$ cat config.mk
export PLATFORM = sky130hd
export DESIGN_NAME = hazard_scoreboard
export DESIGN_NICKNAME = d
export VERILOG_FILES = /design/src/rtl/hazard_pkg.sv /design/src/rtl/hz_stage_reg.sv /design/src/rtl/hazard_scoreboard.sv
export SDC_FILE = /design/constraint.sdc
export NUM_CORES = 1
export LEC_CHECK = 0
export CAP_MARGIN = 20
export CORE_MARGIN = 2
export CORE_UTILIZATION = 41
export CTS_CLUSTER_SIZE = 40
export DETAILED_ROUTE_END_ITERATION = 8
export HOLD_SLACK_MARGIN = 0.1
export PLACE_DENSITY = 0.87
export SKIP_CTS_REPAIR_TIMING = 1
export SYNTH_ARGS = -nofsm -noshare
export SYNTH_HDL_FRONTEND = slang
export SYNTH_SLANG_ARGS = --single-unit
$ cat constraint.sdc
create_clock -name clk -period 2.2 [get_ports clk]
set_input_delay 0.66 -clock clk [delete_from_list [all_inputs] [get_ports clk]]
set_output_delay 0.66 -clock clk [all_outputs]
set_load 0.005 [all_outputs]
$ cat src/rtl/hazard_pkg.sv
// hazard_pkg: shared types and helpers for the hazard scoreboard.
//   hz_state_e  : issue controller state (RUN / DRAIN / HALTED)
//   sb_entry_t  : one scoreboard entry (valid, rd, rd_we, is_load, is_halt)
//   sel_width() : forwarding select width, max(1, clog2(stages))
//   SEL_REGFILE : forwarding select value meaning "use the ID/EX register value"
package hazard_pkg;

  // Storage width of the rd field inside a scoreboard entry. Register
  // addresses narrower than this are zero-extended on entry.
  localparam int SB_RD_W = 8;

  localparam int SEL_REGFILE = 0;

  typedef enum logic [1:0] {
    RUN    = 2'd0,
    DRAIN  = 2'd1,
    HALTED = 2'd2
  } hz_state_e;

  typedef struct packed {
    logic               valid;
    logic [SB_RD_W-1:0] rd;
    logic               rd_we;
    logic               is_load;
    logic               is_halt;
  } sb_entry_t;

  function automatic int sel_width(input int stages);
    int w;
    w = $clog2(stages);
    return (w < 1) ? 1 : w;
  endfunction

endpackage

$ cat src/rtl/hz_stage_reg.sv
// hz_stage_reg: one scoreboard entry register.
//   clk  : clock
//   rst  : synchronous active-high reset, clears the entry
//   load : 1 = capture d, 0 = capture a bubble (all-zero entry)
//   d    : incoming entry
//   q    : stored entry
module hz_stage_reg
  import hazard_pkg::*;
(
  input  logic      clk,
  input  logic      rst,
  input  logic      load,
  input  sb_entry_t d,
  output sb_entry_t q
);

  sb_entry_t q_reg;

  always_ff @(posedge clk) begin
    if (rst) begin
      q_reg <= '0;
    end else if (load) begin
      q_reg <= d;
    end else begin
      q_reg <= '0;
    end
  end

  assign q = q_reg;

endmodule

$ cat src/rtl/hazard_scoreboard.sv
// hazard_scoreboard: issue / stall / flush / forwarding / halt controller for
// an in-order pipeline. Every instruction past decode is tracked in a
// FWD_STAGES-deep scoreboard shift register (stage 0 = EX, last = WB).
//   clk, rst      : clock, synchronous active-high reset
//   id_*          : decode-stage instruction (valid, sources, dest, kind)
//   ex_mispredict : branch in EX resolved opposite to prediction
//   issue/stall/flush/fetch_hold : combinational pipeline controls
//   halt          : registered, high once the halt instruction has retired
//   fwd_sel       : registered per-source EX operand select (0 = ID/EX value,
//                   k = output register of stage k)
//   stg_valid     : scoreboard valid bits (debug)
module hazard_scoreboard
  import hazard_pkg::*;
#(
  parameter int REG_AW     = 5,
  parameter int NUM_SRC    = 2,
  parameter int FWD_STAGES = 3,
  parameter int LOAD_LAT   = 1,
  parameter int SEL_W      = sel_width(FWD_STAGES)
) (
  input  logic                      clk,
  input  logic                      rst,
  input  logic                      id_valid,
  input  logic [NUM_SRC*REG_AW-1:0] id_rs_addr,
  input  logic [NUM_SRC-1:0]        id_rs_used,
  input  logic [REG_AW-1:0]         id_rd,
  input  logic                      id_rd_we,
  input  logic                      id_is_load,
  input  logic                      id_is_halt,
  input  logic                      ex_mispredict,
  output logic                      issue,
  output logic                      stall,
  output logic                      flush,
  output logic                      fetch_hold,
  output logic                      halt,
  output logic [NUM_SRC*SEL_W-1:0]  fwd_sel,
  output logic [FWD_STAGES-1:0]     stg_valid
);

  localparam int LAST = FWD_STAGES - 1;

  // ---------------------------------------------------------------------
  // Scoreboard shift register
  // ---------------------------------------------------------------------
  sb_entry_t id_entry;
  sb_entry_t stg_d [FWD_STAGES];
  sb_entry_t stg_q [FWD_STAGES];
  logic [FWD_STAGES-1:0] stg_load;

  assign id_entry = '{valid:   1'b1,
                      rd:      SB_RD_W'(id_rd),
                      rd_we:   id_rd_we,
                      is_load: id_is_load,
                      is_halt: id_is_halt};

  genvar gi, gk;
  generate
    for (gi = 0; gi < FWD_STAGES; gi++) begin : g_stage
      if (gi == 0) begin : g_head
        // Stage 0 takes the decode instruction only when it issues,
        // otherwise a bubble enters EX.
        assign stg_d[gi]    = id_entry;
        assign stg_load[gi] = issue;
      end else begin : g_tail
        // Later stages shift unconditionally.
        assign stg_d[gi]    = stg_q[gi-1];
        assign stg_load[gi] = 1'b1;
      end

      hz_stage_reg u_stage (
        .clk  (clk),
        .rst  (rst),
        .load (stg_load[gi]),
        .d    (stg_d[gi]),
        .q    (stg_q[gi])
      );

      assign stg_valid[gi] = stg_q[gi].valid;
    end
  endgenerate

  // ---------------------------------------------------------------------
  // Source / stage match matrix
  // ---------------------------------------------------------------------
  logic [NUM_SRC-1:0][FWD_STAGES-1:0] match;

  generate
    for (gi = 0; gi < NUM_SRC; gi++) begin : g_src
      for (gk = 0; gk < FWD_STAGES; gk++) begin : g_stg
        assign match[gi][gk] = id_rs_used[gi]
                             & stg_q[gk].valid
                             & stg_q[gk].rd_we
                             & (stg_q[gk].rd != '0)
                             & (stg_q[gk].rd == SB_RD_W'(id_rs_addr[gi*REG_AW +: REG_AW]));
      end
    end
  endgenerate

  // Load-use: a load whose data is not yet forwardable (still within the
  // first LOAD_LAT stages) feeding a decode source.
  logic load_hazard;

  always_comb begin
    load_hazard = 1'b0;
    for (int i = 0; i < NUM_SRC; i++) begin
      for (int k = 0; k < LOAD_LAT; k++) begin
        if (match[i][k] && stg_q[k].is_load) begin
          load_hazard = 1'b1;
        end
      end
    end
  end

  // Forwarding select: walk from oldest forwardable stage to youngest so the
  // youngest producer overwrites. The last stage is skipped because the
  // register file is write-through.
  logic [NUM_SRC-1:0][SEL_W-1:0] sel_calc;

  always_comb begin
    sel_calc = '0;
    for (int i = 0; i < NUM_SRC; i++) begin
      for (int k = FWD_STAGES - 2; k >= 0; k--) begin
        if (match[i][k]) begin
          sel_calc[i] = SEL_W'(k + 1);
        end
      end
    end
  end

  // ---------------------------------------------------------------------
  // Issue controller FSM
  // ---------------------------------------------------------------------
  hz_state_e state_reg, state_next;
  logic [NUM_SRC*SEL_W-1:0] fwd_sel_reg;
  // Set the cycle after the halt entry sat in the last stage, i.e. once the
  // halt has retired; DRAIN leaves on this flag.
  logic halt_retire_reg;

  always_comb begin
    state_next = state_reg;
    issue      = 1'b0;
    stall      = 1'b0;
    flush      = 1'b0;
    fetch_hold = 1'b0;
    case (state_reg)
      RUN: begin
        // Flush dominates stall and halt issue.
        flush = ex_mispredict;
        stall = load_hazard & ~ex_mispredict;
        issue = id_valid & ~ex_mispredict & ~(load_hazard & ~ex_mispredict);
        if (issue && id_is_halt) begin
          state_next = DRAIN;
        end
      end
      DRAIN: begin
        fetch_hold = 1'b1;
        if (halt_retire_reg) begin
          state_next = HALTED;
        end
      end
      HALTED: begin
        fetch_hold = 1'b1;
      end
      default: begin
        state_next = RUN;
      end
    endcase
  end

  always_ff @(posedge clk) begin
    if (rst) begin
      state_reg       <= RUN;
      fwd_sel_reg     <= '0;
      halt_retire_reg <= 1'b0;
    end else begin
      state_reg       <= state_next;
      fwd_sel_reg     <= issue ? sel_calc : '0;
      halt_retire_reg <= stg_q[LAST].valid & stg_q[LAST].is_halt;
    end
  end

  assign fwd_sel = fwd_sel_reg;
  assign halt    = (state_reg == HALTED);

endmodule

==> results <==
cell usage after synthesis (2+ instances only):
cell type / count / share of area [%]
a21oi_1: 3 / 1.3
and2_1: 9 / 4.9
and3_1: 4 / 2.2
buf_4: 3 / 1.9
dfxtp_1: 26 / 45
ha_1: 4 / 4.3
inv_1: 5 / 1.6
nand2_1: 3 / 0.97
nand2b_1: 2 / 1.1
nand4_1: 2 / 1.1
nor2_1: 5 / 1.6
nor2b_1: 11 / 5.9
nor3_1: 3 / 1.3
nor4_1: 4 / 2.2
xnor2_1: 4 / 3.0
xor2_1: 16 / 12
worst paths after layout:
kind	startpoint	endpoint	depth (start not counted)	slack (ps)
max	id_rs_addr[2]	issue	7	-450
min	g_stage[2].u_stage.q[0]$_SDFF_PP0_	halt_retire_reg$_SDFF_PP0_	2	430
max reg2reg	g_stage[0].u_stage.q[3]$_SDFF_PP0_	fwd_sel[1]$_SDFF_PP0_	7	270
min reg2reg	g_stage[2].u_stage.q[0]$_SDFF_PP0_	halt_retire_reg$_SDFF_PP0_	2	430
cell usage in the layout (no fill, tap or decap), types with 2 or more instances in the layout:
master / count
a21oi_1: 3
and2_1: 9
and3_4: 3
buf_2: 2
buf_4: 17
clkbuf_4: 3
clkdlybuf4s50_1: 21
dfxtp_1: 23
dfxtp_2: 3
dlymetal6s2s_1: 11
ha_1: 4
inv_1: 4
nand2_1: 3
nand2b_1: 2
nand4_1: 2
nor2_1: 5
nor2b_1: 11
nor3_1: 3
nor4_1: 3
xnor2_1: 3
xor2_1: 15
critical path, stage by stage:
cell and delay (ps):
dlymetal6s2s_1 160, xor2_1 150, nor4_1 330, and3_4 260
o2111ai_4 140, and3_4 190, clkbuf_2 100
power groups by stage:
stage                     Combinational (mW)  Sequential (mW)  Clock (mW)
after floorplan                       0.0543            0.498           0
after CTS                              0.145            0.489       0.324
after detailed placement               0.144            0.500           0
after global routing                   0.156            0.491       0.348
after global placement                 0.139            0.499           0
final                                  0.145            0.490       0.320
metal layers:
layer / vias to the layer above / routed length (um) / GRT usage [%]
met5: - / 0 / 0
met4: 0 / 25 / 6.31
met3: 4 / 101 / 4.08
met2: 22 / 1370 / 30.2
met1: 430 / 1050 / 16.7
li1: 476 / - / -
cell type report:
cell class | count | area share [%]
Sequential cell | 26 | 29.3
Timing Repair Buffer | 54 | 29.2
Tap cell | 31 | 2.17
Clock buffer | 3 | 1.26
Inverter | 6 | 1.40
Clock inverter | 1 | 1.68
Multi-Input combinational cell | 77 | 34.9
logic make-up (layout without fill, tap and decap cells):
group	count (synthesis)	after routing
adders and majority gates	4	4
buffers and inverters	10	64
and+or+nand+nor	46	46
AOI/OAI and AO/OA	6	6
xor gates and xnor gates	20	20
DFF	26	26
muxes	1	1
through the flow:
step | power [mW] | TNS, ps | hold slack, ps
floorplan | 0.552 | -84.8 | 395
global placement | 0.638 | -7520 | 403
detailed placement | 0.644 | -8420 | 413
CTS | 0.958 | -3360 | 442
global route | 0.995 | -933 | 457
finish | 0.954 | -829 | 433
==> out/metrics.csv <==
metric;value;unit
worstPathMaxFanout;3;
fin_area;1790;sq um
max_freq;378;MHz
yosys.area_share.simple;24.4;%
swShare;20.8;%
critPathCaptureType;output port;
synth_enable_flop_cells;0;
violations;negative setup slack;
placed_cell_area;1680;sq um
antenna_found_initial;0;
dp_cells;193;
die_x;57.2;um
p_leak;0.862;nW
cts_buffers;3;
clkTransAtPathRegs;130;ps
cts_tree;done;
nNetsFinal;196;
hold_viol_final;0;
layout_min_cycle_time;2650;ps
numPortBuffers;35;
first_pass_iters;3;
netlist_instances;113;
yosysSeqAreaShare;44.9;%
fin_ws;-448;ps
syn-cell-area;1160;sq um
insertion_delay;320;ps
initial_utilization;42.8;%
largest_register_ffs;19;
setup.worst_path.class;in2out;
clock-root-buffer;clkbuf_4;
cts_sinks;26;
drive_gt1_share;24.0;%
intPower;0.756;mW
viasPerCell;4.71;
async_reset_ff_share;0;%
multi_input_area;624;sq um
stdcell_count;198;
drv_slew;0;
clock_path_buffers;2;
hold_path.class;reg2reg;
status;finished with violations;
vias;932;
synthMuxAreaShare;0.863;%
maxSlewHeadroom;80.4;%
core_area;2710;sq um
place_ws;-1080;ps
synthFlopType;dfxtp_1;
routed_wl;2.54;mm
grt_pass1_wl;4.01;mm
syn_area_per_cell;10.3;sq um
powerDensity;534;nW/um^2
synth_cell_types;25;
synth_adder_area_share;4.31;%
p_comb_share;15.2;%
seq_area;524;sq um
fp.dieArea;3270;sq um
fin_crit_sh;120;%
chipHeight;57.2;um
rsz0062_at_grt;yes;
grtUsageTotal;16.0;%
pwr-share-clk;33.5;%
synth_seq_cells;26;
n_antenna_cell;0;
grt_pass1_vias;957;
cp.required;1540;ps
synthXorXnorAreaFrac;15.1;%
ant_nets;0;
gp_congestion;0.788;
pwr-share-seq;51.3;%
cp.arrival;1990;ps
worst-slew-pin-transition;291;ps
drc_errors;0;
gr-total-overflow;0;
startpoint_type;input pin;
ys_warn_count;0;
synth-compound-area-share;6.04;%
dp_hpwl;2.06;mm
syn-num-nets;141;
skew;3.57;ps
drt_iter0_markers;2;
switching_power;0.199;mW
htreeDepth;1;
fillers;214;
routedWlPerCell;12.8;um
fin_util;65.9;%
ioPinCount;36;
drv_cap;0;
grt_max_degree;16;
fp-row-count;19;
setup_viol;2;
synth_top_family_by_area;simple AND/OR/NAND/NOR gates;
area_growth;54.0;%
ir_worst_vdd;516;uV
No activity file was read; power rests on OpenSTA's default activity.
